`src/rtl/pmem_arbiter.sv`:
```
// -----------------------------------------------------------------------------
// pmem_arbiter
//
// Shares one single-ported program memory (1-cycle synchronous read) between
// the core's instruction fetch port and a loader port. Only one transaction
// is in flight at a time.
//
// Arbitration:
//   - while ldLock is high, only the loader is granted.
//   - otherwise the CPU wins, except that a waiting loader wins once it has
//     been passed over MAX_CPU_BURST times in a row.
//
// Optional feature (macro PMEM_WRITE_VERIFY_EN):
//   When defined, every loader write is read back and compared with the
//     written data. A mismatch is reported on ldErr together with ldAck.
//   When undefined, writes are acknowledged right after the write cycle and
//     ldErr is tied low.
//
// Ports:
//   clk, rst                 clock, synchronous active-high reset
//   cpuReq/cpuAddr           core fetch request and address (PC)
//   cpuData/cpuValid         fetched instruction and one-cycle valid pulse
//   cpuHold                  core stall (programming mode or loader busy)
//   ldLock                   programming mode, loader owns memory
//   ldReq/ldWe/ldAddr/ldWData  loader request, held stable until ldAck
//   ldRData/ldAck/ldErr      loader read data, completion pulse, verify error
//   memAddr/memWe/memWData/memRData  program memory port
// -----------------------------------------------------------------------------
module pmem_arbiter #(
  parameter int PC_WIDTH      = 9,
  parameter int INST_WIDTH    = 12,
  parameter int MAX_CPU_BURST = 4
) (
  input  logic                  clk,
  input  logic                  rst,
  input  logic                  cpuReq,
  input  logic [PC_WIDTH-1:0]   cpuAddr,
  output logic [INST_WIDTH-1:0] cpuData,
  output logic                  cpuValid,
  output logic                  cpuHold,
  input  logic                  ldLock,
  input  logic                  ldReq,
  input  logic                  ldWe,
  input  logic [PC_WIDTH-1:0]   ldAddr,
  input  logic [INST_WIDTH-1:0] ldWData,
  output logic [INST_WIDTH-1:0] ldRData,
  output logic                  ldAck,
  output logic                  ldErr,
  output logic [PC_WIDTH-1:0]   memAddr,
  output logic                  memWe,
  output logic [INST_WIDTH-1:0] memWData,
  input  logic [INST_WIDTH-1:0] memRData
);

  localparam int BURST_W = $clog2(MAX_CPU_BURST + 1);
  localparam logic [BURST_W-1:0] BURST_MAX = BURST_W'(MAX_CPU_BURST);

  typedef enum logic [1:0] {
    ST_IDLE = 2'd0,
    ST_ACC  = 2'd1,
    ST_WAIT = 2'd2
`ifdef PMEM_WRITE_VERIFY_EN
    ,
    ST_VRFY = 2'd3
`endif
  } state_t;

  state_t                state_q, state_d;
  logic                  owner_ld_q, owner_ld_d;
  logic                  we_q, we_d;
  logic [PC_WIDTH-1:0]   addr_q, addr_d;
  logic [INST_WIDTH-1:0] wdata_q, wdata_d;
  logic [BURST_W-1:0]    burst_cnt_q, burst_cnt_d;
  logic [INST_WIDTH-1:0] cpu_data_q, cpu_data_d;
  logic [INST_WIDTH-1:0] ld_rdata_q, ld_rdata_d;
  logic                  cpu_valid_q, cpu_valid_d;
  logic                  ld_ack_q, ld_ack_d;
  logic                  cpu_hold_q, cpu_hold_d;
  logic                  grant_cpu_s, grant_ld_s;
`ifdef PMEM_WRITE_VERIFY_EN
  logic                  ld_err_q, ld_err_d;
`endif

  // Next-state, arbitration and registered-output computation.
  always_comb begin
    state_d     = state_q;
    owner_ld_d  = owner_ld_q;
    we_d        = we_q;
    addr_d      = addr_q;
    wdata_d     = wdata_q;
    burst_cnt_d = burst_cnt_q;
    cpu_data_d  = cpu_data_q;
    ld_rdata_d  = ld_rdata_q;
    cpu_valid_d = 1'b0;
    ld_ack_d    = 1'b0;
    grant_cpu_s = 1'b0;
    grant_ld_s  = 1'b0;
`ifdef PMEM_WRITE_VERIFY_EN
    ld_err_d    = 1'b0;
`endif

    case (state_q)
      ST_IDLE: begin
        if (ldLock) begin
          grant_ld_s = ldReq;
        end else if (cpuReq && !(ldReq && (burst_cnt_q == BURST_MAX))) begin
          grant_cpu_s = 1'b1;
        end else begin
          grant_ld_s = ldReq;
        end

        // Burst counter only measures CPU wins against a waiting loader.
        if (!ldReq || grant_ld_s) begin
          burst_cnt_d = {BURST_W{1'b0}};
        end else if (grant_cpu_s && (burst_cnt_q != BURST_MAX)) begin
          burst_cnt_d = burst_cnt_q + BURST_W'(1);
        end else begin
          burst_cnt_d = burst_cnt_q;
        end

        if (grant_cpu_s || grant_ld_s) begin
          state_d    = ST_ACC;
          owner_ld_d = grant_ld_s;
          we_d       = grant_ld_s & ldWe;
          addr_d     = grant_ld_s ? ldAddr : cpuAddr;
          wdata_d    = ldWData;
        end else begin
          state_d    = ST_IDLE;
        end
      end

      ST_ACC: begin
        if (we_q) begin
`ifdef PMEM_WRITE_VERIFY_EN
          state_d  = ST_VRFY;
`else
          state_d  = ST_IDLE;
          ld_ack_d = 1'b1;
`endif
        end else begin
          state_d = ST_WAIT;
        end
      end

`ifdef PMEM_WRITE_VERIFY_EN
      // Address is re-presented with memWe low so the memory reads it back.
      ST_VRFY: begin
        state_d = ST_WAIT;
      end
`endif

      ST_WAIT: begin
        state_d = ST_IDLE;
        if (owner_ld_q) begin
          ld_ack_d = 1'b1;
          if (we_q) begin
`ifdef PMEM_WRITE_VERIFY_EN
            ld_err_d = (memRData != wdata_q);
`else
            ld_rdata_d = ld_rdata_q;
`endif
          end else begin
            ld_rdata_d = memRData;
          end
        end else begin
          cpu_valid_d = 1'b1;
          cpu_data_d  = memRData;
        end
      end

      default: begin
        state_d = ST_IDLE;
      end
    endcase

    cpu_hold_d = ldLock | ((state_d != ST_IDLE) & owner_ld_d);
  end

  // State, transaction latches and output registers.
  always_ff @(posedge clk) begin
    if (rst) begin
      state_q     <= ST_IDLE;
      owner_ld_q  <= 1'b0;
      we_q        <= 1'b0;
      addr_q      <= {PC_WIDTH{1'b0}};
      wdata_q     <= {INST_WIDTH{1'b0}};
      burst_cnt_q <= {BURST_W{1'b0}};
      cpu_data_q  <= {INST_WIDTH{1'b0}};
      ld_rdata_q  <= {INST_WIDTH{1'b0}};
      cpu_valid_q <= 1'b0;
      ld_ack_q    <= 1'b0;
      cpu_hold_q  <= 1'b0;
`ifdef PMEM_WRITE_VERIFY_EN
      ld_err_q    <= 1'b0;
`endif
    end else begin
      state_q     <= state_d;
      owner_ld_q  <= owner_ld_d;
      we_q        <= we_d;
      addr_q      <= addr_d;
      wdata_q     <= wdata_d;
      burst_cnt_q <= burst_cnt_d;
      cpu_data_q  <= cpu_data_d;
      ld_rdata_q  <= ld_rdata_d;
      cpu_valid_q <= cpu_valid_d;
      ld_ack_q    <= ld_ack_d;
      cpu_hold_q  <= cpu_hold_d;
`ifdef PMEM_WRITE_VERIFY_EN
      ld_err_q    <= ld_err_d;
`endif
    end
  end

  // we_q can only be set for a loader grant, so it alone qualifies the write.
  assign memWe    = (state_q == ST_ACC) & we_q;
  assign memAddr  = addr_q;
  assign memWData = wdata_q;

  assign cpuData  = cpu_data_q;
  assign cpuValid = cpu_valid_q;
  assign cpuHold  = cpu_hold_q;
  assign ldRData  = ld_rdata_q;
  assign ldAck    = ld_ack_q;
`ifdef PMEM_WRITE_VERIFY_EN
  assign ldErr    = ld_err_q;
`else
  assign ldErr    = 1'b0;
`endif

endmodule

```
`config.mk`:
```
export PLATFORM = sky130hd
export DESIGN_NAME = pmem_arbiter
export DESIGN_NICKNAME = d
export VERILOG_FILES = /design/src/rtl/pmem_arbiter.sv
export SDC_FILE = /design/constraint.sdc
export NUM_CORES = 1
export LEC_CHECK = 0
export ABC_AREA = 1
export CAP_MARGIN = 20
export CORE_MARGIN = 1
export CORE_UTILIZATION = 32
export DETAILED_ROUTE_END_ITERATION = 7
export MAX_ROUTING_LAYER = met4
export PLACE_DENSITY = 0.67
export SLEW_MARGIN = 0
export SYNTH_ARGS = -nofsm -noshare
export SYNTH_HDL_FRONTEND = slang
export SYNTH_SLANG_ARGS = --single-unit
```
`constraint.sdc`:
```
create_clock -name clk -period 1.8 [get_ports clk]
set_input_delay 0.54 -clock clk [delete_from_list [all_inputs] [get_ports clk]]
set_output_delay 0.54 -clock clk [all_outputs]
set_load 0.01 [all_outputs]
```
==> results.md <==
* Status: finished, final reports clean
* Largest area contributor in the netlist: dfxtp_1
* Port buffer count at 96
* Congestion Overflow GR at 0
* RD Place Congestion at ~0.73
* Crit path kind: flop to output port
* Crit-path max FO at 2
* Fin crit share at 0.9721
* # diodes at 0
* Post-DP HPWL at around 4.2 mm
* RSZ-0062 raised after global routing: false
* WP data required at 1.26 ns
* CP max-delay cell: clkdlybuf4s50_1
* Routed Antenna Nets at 0
* H-tree depth at 2
* Net Switching at between 600 and 700 uW
* CTS tree: yes
* Overall power at 2.759 mW
* Worst Hold Class: flop to flop
* Min-delay src: memWData[0]$_SDFFE_PP0P_
* Clock share of power at 0.305
* Final setup TNS at 0 ns
* TritonRoute pass-1 iters at 4
* Antenna violations before repair at 0
* Clk slew on worst S/H paths at ~0.09 ns
* Final setup violation count at 0
* FP Rows at 29
* Post-route DRC violation count at 0
* CTS Root Cell: clkbuf_8
* DRT Wirelength at 5.708 mm
* Area share of the largest cell type after synthesis at 0.4961
* Finished Cell Area at around 3500 sq um
* Drt wl/cell at 11.79 um
* CP startpoint kind: flop
* Mapped Nets at roughly 360
* Area Overhead vs Synth at 58.00%
* Worst VDD drop at ~0.49 mV
* Width of the die at 85.29 um
* Pin count of the biggest net entering global routing at 33
* Die ar. at roughly 7300 sq um
* Synthesized flop and latch total at 55
* Worst Skew at ~0.0044 ns
* CTS Sinks at 55
* Placement Cell Area at around 3300 sq um
* Min-Delay Path Depth at 2
* Unique masters post-synth at 21
* Final slew viol count at 0
* Initial core utilization at 0.3398
* Lkg Pwr at between 1.5 and 2 nW
* Vias/cell at roughly 4.5
* CP max stage delay at about 0.57 ns
* DIE HEIGHT at 85.29 um
* Power Internal at around 2.1 mW
* Share of layout cells above drive strength 1 at 0.09337
* Global-route wire length before repair at approximately 9.4 mm
* Iter 0 DRT Violations at 70
* Cell Pwr Density at about 790 nW/um^2
* R2R Path End: ldAck$_SDFF_PP0_
* Latest clock arrival within the worst-skew pair at slightly above 0.3 ns
* RR Startpoint: state_q[1]$_SDFF_PP0_
* Warnings from Yosys at 0
* Hold Crit Endpoint: memWData[0]$_SDFFE_PP0P_
* Sw frac at 0.2487
* CTS Buf Count at 5
* Register area share after synthesis at 0.4961
* R2R Setup Slk at about 0.10 ns
* # IOs at 98
* Minimum clock period at roughly 1.7 ns
* Depth of the most critical reg-to-reg path at 12
* Crit end category: output port
* GRT Total Usage at 0.1675
* Final nets at ~460
* Max Buffers Root-to-Sink at 2
* Comb pwr share at 0.208
* CP arrival at between 1 and 1.5 ns
* Core Region at 6531 sq um
* Final hold vios at 0
* WP buf/inv at 1
* Synthesized netlist cell count at 302
* Post-Syn Area per Cell at between 7 and 8 sq um
* Cell Area, Synth at 2220 sq um
* Cell-by-cell trace of the critical path: clkdlybuf4s50_1
* Max capacitance violation total at 0
* Main area contributors after synthesis: dfxtp_1 (50%), nor2_1 (16%), o21ai_0 (9.9%)
* Reg power frac at 0.487
* Max Fclk at 571.5 MHz
* Vias post-DR at approximately 2200
* Critical path's top delay family: buffers and inverters
* Vias in the first global route at ~2100
-- cell type report --
type / instances / area [sq um]
Clock buffer: 6 / 82.58
Multi-Input combinational cell: 203 / 944.7
Clock inverter: 2 / 35.03
Inverter: 25 / 93.84
Timing Repair Buffer: 116 / 1151
Fill cell: 650 / 3024
Sequential cell: 55 / 1104
Tap cell: 77 / 96.34
-- kinds of logic after synthesis --
logic type | count (synthesis) | synth area share
buffers and inverters | 44 | 0.08850
flip-flops | 55 | 0.4961
XOR/XNOR | 2 | 0.007893
AO/OA/AOI/OAI | 58 | 0.1308
AND/OR/NAND/NOR | 136 | 0.2424
adder cells (fa/ha/maj) | 5 | 0.02818
other | 1 | 0.001689
multiplexers | 1 | 0.004510
-- sequential cells by signal, indices dropped and copies added (netlist names), 2 cells and up --
| signal | flops |
|---|---|
| burst_cnt_q | 3 |
| cpuData | 12 |
| ldRData | 12 |
| memAddr | 9 |
| memWData | 12 |
| state_q | 2 |
-- tightest hold or removal path: stages, from the launching register on --
cell     delay (ns)
dfxtp_1        0.34
nor2_1         0.05
nor2_1         0.08
-- Yosys cell counts --
| library cell | number |
|---|---|
| nor2_1 | 97 |
| dfxtp_1 | 55 |
| o21ai_0 | 44 |
| nand2_1 | 24 |
| inv_1 | 23 |
| a21oi_1 | 12 |
| nand3_1 | 12 |
| buf_2 | 6 |
| buf_4 | 6 |
| clkbuf_1 | 6 |
| ha_1 | 5 |
| inv_2 | 2 |
| o21ai_1 | 2 |
| clkbuf_2 | 1 |
| conb_1 | 1 |
| mux2i_1 | 1 |
| nand2_2 | 1 |
| nand2_4 | 1 |
| nand4_1 | 1 |
| xnor2_1 | 1 |
| xor2_1 | 1 |
-- per-layer routing --
metal | track usage | share of wire | up-vias
met5 | - | 0 | -
met4 | 0.06061 | 0.020 | 0
met3 | 0.03696 | 0.049 | 8
met2 | 0.2881 | 0.48 | 60
met1 | 0.1917 | 0.45 | 959
li1 | - | - | 1145
-- cell usage in the layout, fill, tap and decap left out, types with 4 or more instances in the layout --
cell type | synthesis | final
a21oi_1 | 12 | 12
nand2_1 | 24 | 23
nor2_1 | 97 | 96
buf_4 | 6 | 17
clkdlybuf4s50_1 | 0 | 94
o21ai_0 | 44 | 44
clkbuf_8 | 0 | 6
dfxtp_1 | 55 | 53
nand3_1 | 12 | 12
inv_1 | 23 | 22
ha_1 | 5 | 4
-- worst max path at each step --
| stage | from | endpoint | slack (ns) | cells after the start |
|---|---|---|---|---|
| after floorplan | state_q[0]$_SDFF_PP0_ | memAddr[0]$_SDFFE_PP0P_ | 0.53 | 8 |
| after global placement | ldReq | memAddr[6]$_SDFFE_PP0P_ | -0.04 | 9 |
| after detailed placement | ldReq | memAddr[0]$_SDFFE_PP0P_ | -0.07 | 9 |
| after CTS | state_q[1]$_SDFF_PP0_ | memWe | 0.003 | 5 |
| after global routing | state_q[1]$_SDFF_PP0_ | ldAck$_SDFF_PP0_ | 0.003 | 12 |
| final | ldRData[0]$_SDFFE_PP0P_ | ldRData[0] | 0.05 | 1 |
-- metrics by stage --
stage | hold slack (ns) | utilization | setup slack [ns] | cells
final | 0.4907 | 0.5370 | 0.05013 | 484
after global routing | 0.5121 | 0.5370 | 0.003279 | 484
after CTS | 0.4940 | 0.5333 | 0.002657 | 484
after detailed placement | 0.4756 | 0.5056 | -0.07103 | 468
after global placement | 0.4653 | 0.5056 | -0.03979 | 468
after floorplan | 0.4655 | - | 0.5256 | 302
-- power groups by stage --
stage | sequential [mW] | combinational, mW | clock [mW]
3_3_place_gp | 1.37 | 0.564 | 0
3_5_place_dp | 1.37 | 0.570 | 0
5_1_grt | 1.35 | 0.631 | 0.919
4_1_cts | 1.34 | 0.577 | 0.875
6_report | 1.34 | 0.573 | 0.842
2_1_floorplan | 1.40 | 0.218 | 0
-- what timing repair did --
item	4_1_cts	5_1_grt
gates resized for setup	4	7
setup endpoints to repair	13	3
buffers inserted	8	0
pin swaps	1	0
hold buffers	0	0
No activity file was read; power rests on OpenSTA's default activity.
